`src/rtl/div_sched_pkg.sv`:
```
// Shared definitions for the divider-array job controller: lane count,
// sequencer states and the lane slicing helper.
package div_sched_pkg;

    localparam int LANES = 16;

    typedef enum logic [1:0] {
        IDLE   = 2'd0,
        LAUNCH = 2'd1,
        WAIT   = 2'd2
    } state_t;

    // Lane i occupies bits [lane_lo(i)+width-1 : lane_lo(i)] of a packed lane vector.
    function automatic int lane_lo(input int lane, input int width);
        return lane * width;
    endfunction

endpackage

```
`src/rtl/div_sched_sat.sv`:
```
// Per-lane saturation used in place of a divide-by-zero: positive dividends
// go to the most positive quotient, negative to the most negative, zero stays zero.
module div_sched_sat
    import div_sched_pkg::*;
#(
    parameter int WIDTH = 14
) (
    input  logic [LANES*WIDTH-1:0] dividends,
    output logic [LANES*WIDTH-1:0] saturated
);

    localparam logic [WIDTH-1:0] POS_MAX = {1'b0, {(WIDTH-1){1'b1}}};
    localparam logic [WIDTH-1:0] NEG_MAX = {1'b1, {(WIDTH-1){1'b0}}};

    always_comb begin
        saturated = '0;
        for (int i = 0; i < LANES; i++) begin
            if (dividends[lane_lo(i, WIDTH) + WIDTH - 1]) begin
                saturated[lane_lo(i, WIDTH) +: WIDTH] = NEG_MAX;
            end else if (|dividends[lane_lo(i, WIDTH) +: WIDTH]) begin
                saturated[lane_lo(i, WIDTH) +: WIDTH] = POS_MAX;
            end
        end
    end

endmodule

```
`src/rtl/div_sched.sv`:
```
// Job controller for the 16-lane divider array: one-entry input buffer, launch/wait
// sequencer with timeout, and a valid/ready result register. Zero-divisor guard: DIV_SCHED_ZERO_GUARD_EN.
module div_sched
    import div_sched_pkg::*;
#(
    parameter int WIDTH   = 14,
    parameter int FBITS   = 7,
    parameter int BWIDTH  = 12,
    parameter int TIMEOUT = 63
) (
    input  logic                     clk,
    input  logic                     rst,
    input  logic                     in_valid,
    output logic                     in_ready,
    input  logic [LANES*WIDTH-1:0]   in_sums,
    input  logic [BWIDTH-1:0]        in_divisor,
    output logic                     div_start,
    output logic [LANES*WIDTH-1:0]   div_dividends,
    output logic [BWIDTH-1:0]        div_divisor,
    input  logic                     div_done,
    input  logic [LANES*WIDTH-1:0]   div_results,
    output logic                     out_valid,
    input  logic                     out_ready,
    output logic [LANES*WIDTH-1:0]   out_data,
    output logic                     err_timeout,
    output logic                     err_div_zero
);

    localparam int DW = LANES * WIDTH;
    localparam int CW = $clog2(TIMEOUT + 1);

    if (FBITS >= WIDTH || BWIDTH < 1 || TIMEOUT < 3) begin : g_bad_cfg
        $error("div_sched: inconsistent parameters");
    end

    state_t              state;
    state_t              state_nxt;

    logic                buf_full;
    logic [DW-1:0]       buf_sums;
    logic [BWIDTH-1:0]   buf_divisor;

    logic [DW-1:0]       op_dividends;
    logic [BWIDTH-1:0]   op_divisor;

    logic [CW-1:0]       tmo_cnt;
    logic                out_full;
    logic [DW-1:0]       out_reg;
    logic                err_tmo_q;

    logic                take_in;
    logic                out_free;
    logic                zero_job;
    logic                launch_go;
    logic                capture;
    logic                zero_capture;
    logic                abort;
    logic [DW-1:0]       capture_data;

    assign take_in  = in_valid && !buf_full;
    assign in_ready = !buf_full;
    assign out_free = !out_full || out_ready;

`ifdef DIV_SCHED_ZERO_GUARD_EN
    logic [DW-1:0] sat_data;
    logic          err_zero_q;

    assign zero_job = (op_divisor == '0);

    div_sched_sat #(
        .WIDTH(WIDTH)
    ) u_sat (
        .dividends(op_dividends),
        .saturated(sat_data)
    );

    assign capture_data = zero_capture ? sat_data : div_results;

    always_ff @(posedge clk or negedge rst) begin
        if (!rst) begin
            err_zero_q <= 1'b0;
        end else if (zero_capture) begin
            err_zero_q <= 1'b1;
        end
    end

    assign err_div_zero = err_zero_q;
`else
    assign zero_job     = 1'b0;
    assign capture_data = div_results;
    assign err_div_zero = 1'b0;
`endif

    // A job only leaves IDLE when its result is guaranteed a free output slot.
    always_comb begin
        state_nxt    = state;
        div_start    = 1'b0;
        launch_go    = 1'b0;
        capture      = 1'b0;
        zero_capture = 1'b0;
        abort        = 1'b0;
        case (state)
            IDLE: begin
                if (buf_full && out_free) begin
                    launch_go = 1'b1;
                    state_nxt = LAUNCH;
                end
            end
            LAUNCH: begin
                if (zero_job) begin
                    zero_capture = 1'b1;
                    state_nxt    = IDLE;
                end else begin
                    div_start = 1'b1;
                    state_nxt = WAIT;
                end
            end
            WAIT: begin
                if (div_done) begin
                    capture   = 1'b1;
                    state_nxt = IDLE;
                end else if (tmo_cnt == CW'(TIMEOUT - 1)) begin
                    abort     = 1'b1;
                    state_nxt = IDLE;
                end
            end
            default: begin
                state_nxt = IDLE;
            end
        endcase
    end

    always_ff @(posedge clk or negedge rst) begin
        if (!rst) begin
            state <= IDLE;
        end else begin
            state <= state_nxt;
        end
    end

    always_ff @(posedge clk or negedge rst) begin
        if (!rst) begin
            buf_full    <= 1'b0;
            buf_sums    <= '0;
            buf_divisor <= '0;
        end else if (take_in) begin
            buf_full    <= 1'b1;
            buf_sums    <= in_sums;
            buf_divisor <= in_divisor;
        end else if (launch_go) begin
            buf_full    <= 1'b0;
        end
    end

    // Operands are loaded on entry to LAUNCH so they are already stable alongside div_start.
    always_ff @(posedge clk or negedge rst) begin
        if (!rst) begin
            op_dividends <= '0;
            op_divisor   <= '0;
        end else if (launch_go) begin
            op_dividends <= buf_sums;
            op_divisor   <= buf_divisor;
        end
    end

    assign div_dividends = op_dividends;
    assign div_divisor   = op_divisor;

    // tmo_cnt holds the number of cycles elapsed since the div_start cycle.
    always_ff @(posedge clk or negedge rst) begin
        if (!rst) begin
            tmo_cnt <= '0;
        end else if (state == LAUNCH) begin
            tmo_cnt <= CW'(1);
        end else if (state == WAIT) begin
            tmo_cnt <= tmo_cnt + 1'b1;
        end
    end

    always_ff @(posedge clk or negedge rst) begin
        if (!rst) begin
            out_full <= 1'b0;
            out_reg  <= '0;
        end else if (capture || zero_capture) begin
            out_full <= 1'b1;
            out_reg  <= capture_data;
        end else if (out_ready) begin
            out_full <= 1'b0;
        end
    end

    assign out_valid = out_full;
    assign out_data  = out_reg;

    always_ff @(posedge clk or negedge rst) begin
        if (!rst) begin
            err_tmo_q <= 1'b0;
        end else if (abort) begin
            err_tmo_q <= 1'b1;
        end
    end

    assign err_timeout = err_tmo_q;

endmodule

```
`config.mk`:
```
export PLATFORM = sky130hd
export DESIGN_NAME = div_sched
export DESIGN_NICKNAME = d
export VERILOG_FILES = /design/src/rtl/div_sched_pkg.sv /design/src/rtl/div_sched_sat.sv /design/src/rtl/div_sched.sv
export SDC_FILE = /design/constraint.sdc
export NUM_CORES = 1
export LEC_CHECK = 0
export CORE_AREA = 2 2 362 364
export CTS_BUF_LIST = sky130_fd_sc_hd__clkbuf_2
export DETAILED_ROUTE_END_ITERATION = 7
export DIE_AREA = 0 0 364 366
export GPL_TIMING_DRIVEN = 0
export PLACE_DENSITY_LB_ADDON = 0.25
export SYNTH_ARGS = -nofsm -noshare
export SYNTH_HDL_FRONTEND = slang
export SYNTH_SLANG_ARGS = --single-unit
```
`constraint.sdc`:
```
create_clock -name clk -period 2.15 [get_ports clk]
set_clock_uncertainty 0.2 [all_clocks]
set_input_delay 0.43 -clock clk [delete_from_list [all_inputs] [get_ports clk]]
set_output_delay 0.43 -clock clk [all_outputs]
set_load 0.01 [all_outputs]
```
==> flow_summary.toml, run 1 <==
[yosys]
synth_area_um2 = 26400
yosysTopAreaCell = "dfrtp_1"
synth_seq_area_share_pct = 67.0
synth_top_area_share_pct = 67.0
yosysWarnings = 0
yosys-top-cells-area = "dfrtp_1 (67%), mux2_2 (29%), buf_6 (1.2%)"
synth_seq_cells = 707
syn_avg_cell_area_um2 = 17.3
syn_nets = 1999
synth_cell_types = 26
synthCells = 1528

[clock_network]
cts_resized = 2464
clockRootBuffer = "clkbuf_2"
cts_sinks = 707
cts_max_level = 4
clock_path_buffers = 3
post_cts_buffers = 91
cts-hold-fix-buffers = 930
cts_made_buffers = 200

[place]
dp_hpwl_mm = 75.4
dpl_cell_area_um2 = 38100
routabilityCongestion = 0.877
portBuffers = 928

[outcome]
last-stage-reached = "clock tree synthesis (4_1_cts)"
tool.error = "[ERROR RSZ-0060] Max buffer count reached."
status = "stopped before the end"

[die]
num_io_pins = 930
num_rows = 132
die_h_um = 366
die_width_um = 364
start_util_pct = 20.5
[per-stage QoR]
step	std cells	worst slack, ps
2_1_floorplan	1528	322
3_3_place_gp	4198	-30620
3_5_place_dp	4204	-870
[cell usage after synthesis]
| master | instances |
|---|---|
| mux2_2 | 676 |
| a21oi_1 | 4 |
| ha_1 | 6 |
| buf_4 | 9 |
| o21bai_1 | 1 |
| o21a_1 | 1 |
| xnor2_1 | 1 |
| nand2b_1 | 1 |
| xor2_1 | 1 |
| nor2_1 | 3 |
| inv_1 | 6 |
| conb_1 | 1 |
| or2_1 | 1 |
| nand3_1 | 3 |
| o22ai_1 | 1 |
| nand2_1 | 7 |
| nand4_1 | 1 |
| buf_2 | 40 |
| o21ai_0 | 2 |
| mux2_1 | 23 |
| buf_6 | 28 |
| nor2b_1 | 2 |
| dfrtp_1 | 707 |
| a32oi_1 | 1 |
| clkbuf_1 | 1 |
| nor3b_1 | 1 |
[cell families after synthesis]
kind of cell	after synthesis	share of synthesized area, %
AO/OA/AOI/OAI	10	0.227
flip-flops	707	67.0
adder cells (fa/ha/maj)	6	0.284
buffers and inverters	84	2.31
AND/OR/NAND/NOR	19	0.346
other	1	0.0142
multiplexers	699	29.8
XOR/XNOR	2	0.0663
==> inputs of run 2 (changes only) <==
==> config.mk (replaced) <==
export PLATFORM = sky130hd
export DESIGN_NAME = div_sched
export DESIGN_NICKNAME = d
export VERILOG_FILES = /design/src/rtl/div_sched_pkg.sv /design/src/rtl/div_sched_sat.sv /design/src/rtl/div_sched.sv
export SDC_FILE = /design/constraint.sdc
export NUM_CORES = 1
export LEC_CHECK = 0
export CORE_AREA = 2 2 364 366
export DETAILED_ROUTE_END_ITERATION = 7
export DIE_AREA = 0 0 366 368
export GPL_TIMING_DRIVEN = 0
export PLACE_DENSITY_LB_ADDON = 0.15
export SYNTH_ARGS = -nofsm -noshare
export SYNTH_HDL_FRONTEND = slang
export SYNTH_SLANG_ARGS = --single-unit
==> run 2 against run 1 <==
  * The flow now finishes, with violations (hold timing)
  * Area after synthesis unchanged
  * Synthesized cell count unchanged
==> flow_summary.toml, run 2 <==
[yosys]
yosys-top-cells-area = "dfrtp_1 (67%), mux2_2 (29%), buf_6 (1.2%)"
yosysTopAreaCell = "dfrtp_1"
syn_nets = 1999
synth_seq_cells = 707
synth_flop_cell = "dfrtp_1"
synth_top_area_share_pct = 67.0
synth_most_common_cell = "dfrtp_1"
synth_cell_types = 26
synth_edf_count = 0
synth_seq_area_share_pct = 67.0
synth_common_cells = "dfrtp_1 (707), mux2_2 (676), buf_2 (40)"
synthCells = 1528
yosysWarnings = 0
ys_async_sr_fraction_pct = 100
syn_avg_cell_area_um2 = 17.3
synth_area_um2 = 26400

[sta]
setup_viol = 0
tightest_slew_ps = 706
hold_viol = 289
whs_ps = -589
period_share_pct = 96.0
slew_headroom_pct = 53.0
finalWorstSetupSlack_ps = 86.4
rsz0062_at_grt = "yes"
period_needed_ps = 2060
fmax_ghz = 0.485
slew_viol_final = 0

[place]
dpl_cell_area_um2 = 38100
pre_cts_slack_ps = -831
routabilityCongestion = 0.798
dp_hpwl_mm = 74.0
portBuffers = 928
place_inst = 4217

[grt]
grt_antenna_before_repair = 34
grt_util_met2_pct = 25.4
met1_usage_pct = 13.7
grt_pass1_vias = 19300
grt_use_total_pct = 13.9
top_usage_layer = "met2"
grt_overflow_total = 0
grtUsageMet3_pct = 6.73
grt_pass1_wl_mm = 136
grt_start_max_net_pins = 120

[clock_network]
clk_latency_ps = 690
clockRootBuffer = "clkbuf_16"
cts_max_level = 3
clock_path_buffers = 3
cts_sinks = 707
cts_made_buffers = 89
path_clk_slew_ps = 60
cts_tree = "done"

[power_and_ir_drop]
power_density_nw_per_um2 = 1540
p_leak_uw = 0.0177
peakVddDrop_v = 0.000725
p_int_uw = 42400
switching_power_uw = 20300
power.share.combinational_pct = 38.7
swShare_pct = 32.4
total_power_uw = 62700
p_seq_share_pct = 37.6
clockPowerShare_pct = 23.8

[critical_path]
start_kind = "register"
cp_top_family = "buffers and inverters"
critPathSlowestCell = "clkdlybuf4s15_1"
cp_data_arrival_time_ps = 1430
crit_buf_inv = 1
crit_chain = "clkdlybuf4s15_1"
cp-end-kind = "primary output"
required_ps = 1520
cp_slowest_stage_delay_ps = 390
crit_fanout = 2
crit_type = "reg -> out"

[final_layout]
multi_input_area_um2 = 8150
regArea_um2 = 17700
stdcell_area_um2 = 40700
final_cell_mix = "dfrtp_1 (705), mux2_2 (676), clkdlybuf4s50_1 (463)"
fill_cells = 13300
final_common_cell = "dfrtp_1"
areaGrowthSynthToFinish_pct = 54.1
fin_nets = 3028
layoutNonFillerInstCount = 4384
drive_gt1_share_pct = 35.2

[die]
num_io_pins = 930
die-area_um2 = 135000
die_width_um = 366
coreArea_um2 = 131000
start_util_pct = 20.2
num_rows = 133
die_h_um = 368

[outcome]
violations = "hold timing"
status = "complete, but fails checks"

[routing]
drcViolationCount = 0
wl_per_cell_um = 21.6
ant_nets = 0
wirelength_mm = 94.6
vias_per_cell = 3.87
via_count = 17000
drt_iter0_drc = 464
firstDrtPassIters = 4

[run]
cap_violations = 0

[worst_hold_path]
hp-class = "in -> async"
[run 2: cell counts after synthesis]
No cell type changed its count.
[run 2: layer usage]
layer	up-vias	part of all wire, %
met5	-	0.34
met4	54	2.9
met1	8615	34
met3	188	9.8
met2	640	53
li1	7462	-
[run 2: metrics by stage]
stage | util [%] | setup TNS (ps)
6_report | 31.1 | 0
2_1_floorplan | - | 0
3_5_place_dp | 29.1 | -518620
3_3_place_gp | 29.0 | -
4_1_cts | 31.1 | -61.9
5_1_grt | 31.1 | -107
[run 2: power by group through the flow]
stage	logic (uW)	registers (uW)	clock network, uW
after detailed placement	27700	24000	0
after CTS	25000	23700	15600
after floorplan	10800	25400	0
after global placement	27300	23900	0
final	24200	23500	14900
after global routing	26000	24500	16100
[run 2: what timing repair did]
action,4_1_cts,5_1_grt
endpoints found under the hold margin,84,229
pin swaps,1,1
setup buffers,0,3
endpoints found under the setup margin,1072,377
resized for setup,549,20
cloned,1,0
[run 2: path summary, 6_finish.rpt]
kind,depth (start not counted),startpoint,slack [ps],end
min,1,rst,-590,div_dividends[180]
max reg2reg,6,state[0],90,div_dividends[115]
max,1,out_data[211],90,out_data[211]
max in group asynchronous,4,rst,320,out_data[103]
min in group clk,2,div_results[110],150,out_data[110]
min reg2reg,1,buf_sums[8],280,div_dividends[8]
[run 2: cell type report]
class / instances / share of cell area [%]
timing repair buffer: 938 / 22.1
tap: 1755 / 5.39
antenna: 5 / 0.0307
sequential: 707 / 43.4
clock buffer: 133 / 6.49
multi-input combinational: 737 / 20.0
clock inverter: 25 / 0.740
buffer: 78 / 1.72
inverter: 6 / 0.0553
[run 2: kinds of logic (layout without fill, tap and decap cells)]
group	Yosys count	in the layout	synth area share, %
compound gates	10	10	0.227
xor+xnor	2	2	0.0663
fa+ha+maj	6	6	0.284
buf+inv	84	1180	2.31
flops	707	707	67.0
mux	699	699	29.8
other cells	1	6	0.0142
simple gates	19	19	0.346
Note: power is estimated with default switching activity, not from simulation.
==> inputs of run 3 (changes only) <==
--- a/config.mk
+++ b/config.mk
@@ -10,6 +10,8 @@
 export DIE_AREA = 0 0 366 368
 export GPL_TIMING_DRIVEN = 0
 export PLACE_DENSITY_LB_ADDON = 0.15
+export SKIP_LAST_GASP = 1
+export SLEW_MARGIN = 20
 export SYNTH_ARGS = -nofsm -noshare
 export SYNTH_HDL_FRONTEND = slang
 export SYNTH_SLANG_ARGS = --single-unit
==> run 3 against run 2 <==
  * The run still ends with hold timing left
  * Non-clock buffer count up 4
  * First-iteration DRC count down 4.1%
  * Flip-flop and latch count unchanged
  * Power up 0.69%
  * Critical endpoint is now div_start
==> flow_summary.toml, run 3 (same netlist as run 2, synthesis figures left out) <==
[clock_network]
cts-hold-fix-buffers = 2
cts_max_level = 3
path_clk_slew_ps = 50
clock_path_buffers = 3
cts_made_buffers = 90
clk_latency_ps = 670
cts_tree = "done"
clockRootBuffer = "clkbuf_16"
cts_sinks = 707

[sta]
setup-tns-final_ps = 0
finalWorstSetupSlack_ps = 77.8
slew_viol_final = 0
slew_headroom_pct = 58.8
hold_viol = 95
tightest_slew_ps = 618
period_needed_ps = 2070
rsz0062_at_grt = "yes"
fmax_ghz = 0.483
whs_ps = -479
period_share_pct = 96.4
setup_viol = 0

[worst_hold_path]
hp-class = "in -> async"

[grt]
grt_antenna_before_repair = 37
grt_overflow_total = 0
grt_pass1_vias = 19300
grt_use_total_pct = 14.0
grt_start_max_net_pins = 97
grt_pass1_wl_mm = 137

[critical_path]
start_kind = "register"
required_ps = 1520
crit_fanout = 3
cp-end-kind = "primary output"
crit_type = "reg -> out"
cp_data_arrival_time_ps = 1440

[final_layout]
final_cell_mix = "dfrtp_1 (705), mux2_2 (676), clkdlybuf4s50_1 (463)"
fill_cells = 13300
fin_nets = 3033
post-route-util_pct = 31.2
final_common_cell = "dfrtp_1"
areaGrowthSynthToFinish_pct = 54.6
layoutNonFillerInstCount = 4391
drive_gt1_share_pct = 34.8

[die]
num_rows = 133
die_h_um = 368
die-area_um2 = 135000
coreArea_um2 = 131000
num_io_pins = 930
die_width_um = 366
start_util_pct = 20.2

[routing]
wl_per_cell_um = 21.6
drcViolationCount = 0
ant_nets = 0
drt_iter0_drc = 445
firstDrtPassIters = 4
via_count = 17000
vias_per_cell = 3.87
wirelength_mm = 95.0

[power_and_ir_drop]
peakVddDrop_v = 0.000701
total_power_uw = 63100
power_density_nw_per_um2 = 1550
p_leak_uw = 0.0178

[place]
place_inst = 4219
routabilityCongestion = 0.798
portBuffers = 928
dp_hpwl_mm = 74.2
pre_cts_slack_ps = -848

[outcome]
status = "complete, but fails checks"
violations = "hold timing"

[run]
cap_violations = 0
run 3: timing repair:
item                                   4_1_cts  5_1_grt
endpoints found under the hold margin      138       72
cloned                                       1        0
buffers inserted                             1        2
setup endpoints to repair                 1076      310
resized for setup                          521       20
pin swaps                                    0        0
run 3: worst max-delay path, cell delays in order (launching register included):
cell and delay (ps):
dfrtp_1 400, inv_2 100, ha_4 140, buf_2 150
run 3: path summary, 6_finish.rpt:
| path | from | to | slack, ps | cells after the start |
|---|---|---|---|---|
| setup / recovery | state[1] | div_start | 80 | 3 |
| hold / removal | rst | buf_sums[138] | -480 | 1 |
| setup reg to reg | state[0] | div_dividends[10] | 120 | 7 |
| hold reg to reg | buf_divisor[5] | div_divisor[5] | 270 | 1 |
| max in group asynchronous | rst | out_data[143] | 370 | 4 |
| min in group clk | in_sums[46] | buf_sums[46] | 160 | 2 |
run 3: routing by layer:
layer | track usage [%] | share of wire (%) | up-vias | wire, um
met5 | 0 | 0.33 | - | 310
met4 | 3.96 | 2.5 | 52 | 2390
met3 | 6.59 | 9.5 | 179 | 9050
met2 | 25.6 | 53 | 616 | 50300
met1 | 14.0 | 35 | 8639 | 33000
li1 | - | - | 7500 | -
run 3: area by class of cell:
cell class	instances	area [um^2]	area share [%]
flip-flops and latches	707	17700	43.3
inverters	6	22.5	0.0552
multi-input cells	737	8150	20.0
diodes	5	12.5	0.0306
clock inverters	21	333	0.815
repair buffers	942	9030	22.1
plain buffers	78	703	1.72
well taps	1755	2200	5.38
clock buffers	140	2690	6.59
run 3: metrics by stage:
step           hold slack (ps)  area, um^2
2_1_floorplan            -65.6       26400
3_3_place_gp               261       37900
3_5_place_dp               244       38100
4_1_cts                   -527       40800
5_1_grt                   -499       40800
6_report                  -479       40800
run 3: power by group:
group,total [uW],internal [uW],switching [uW],leakage (uW)
clock network,15400,9430,5930,0.00149
registers,23500,20300,3270,0.00837
logic,24200,13200,11000,0.00795
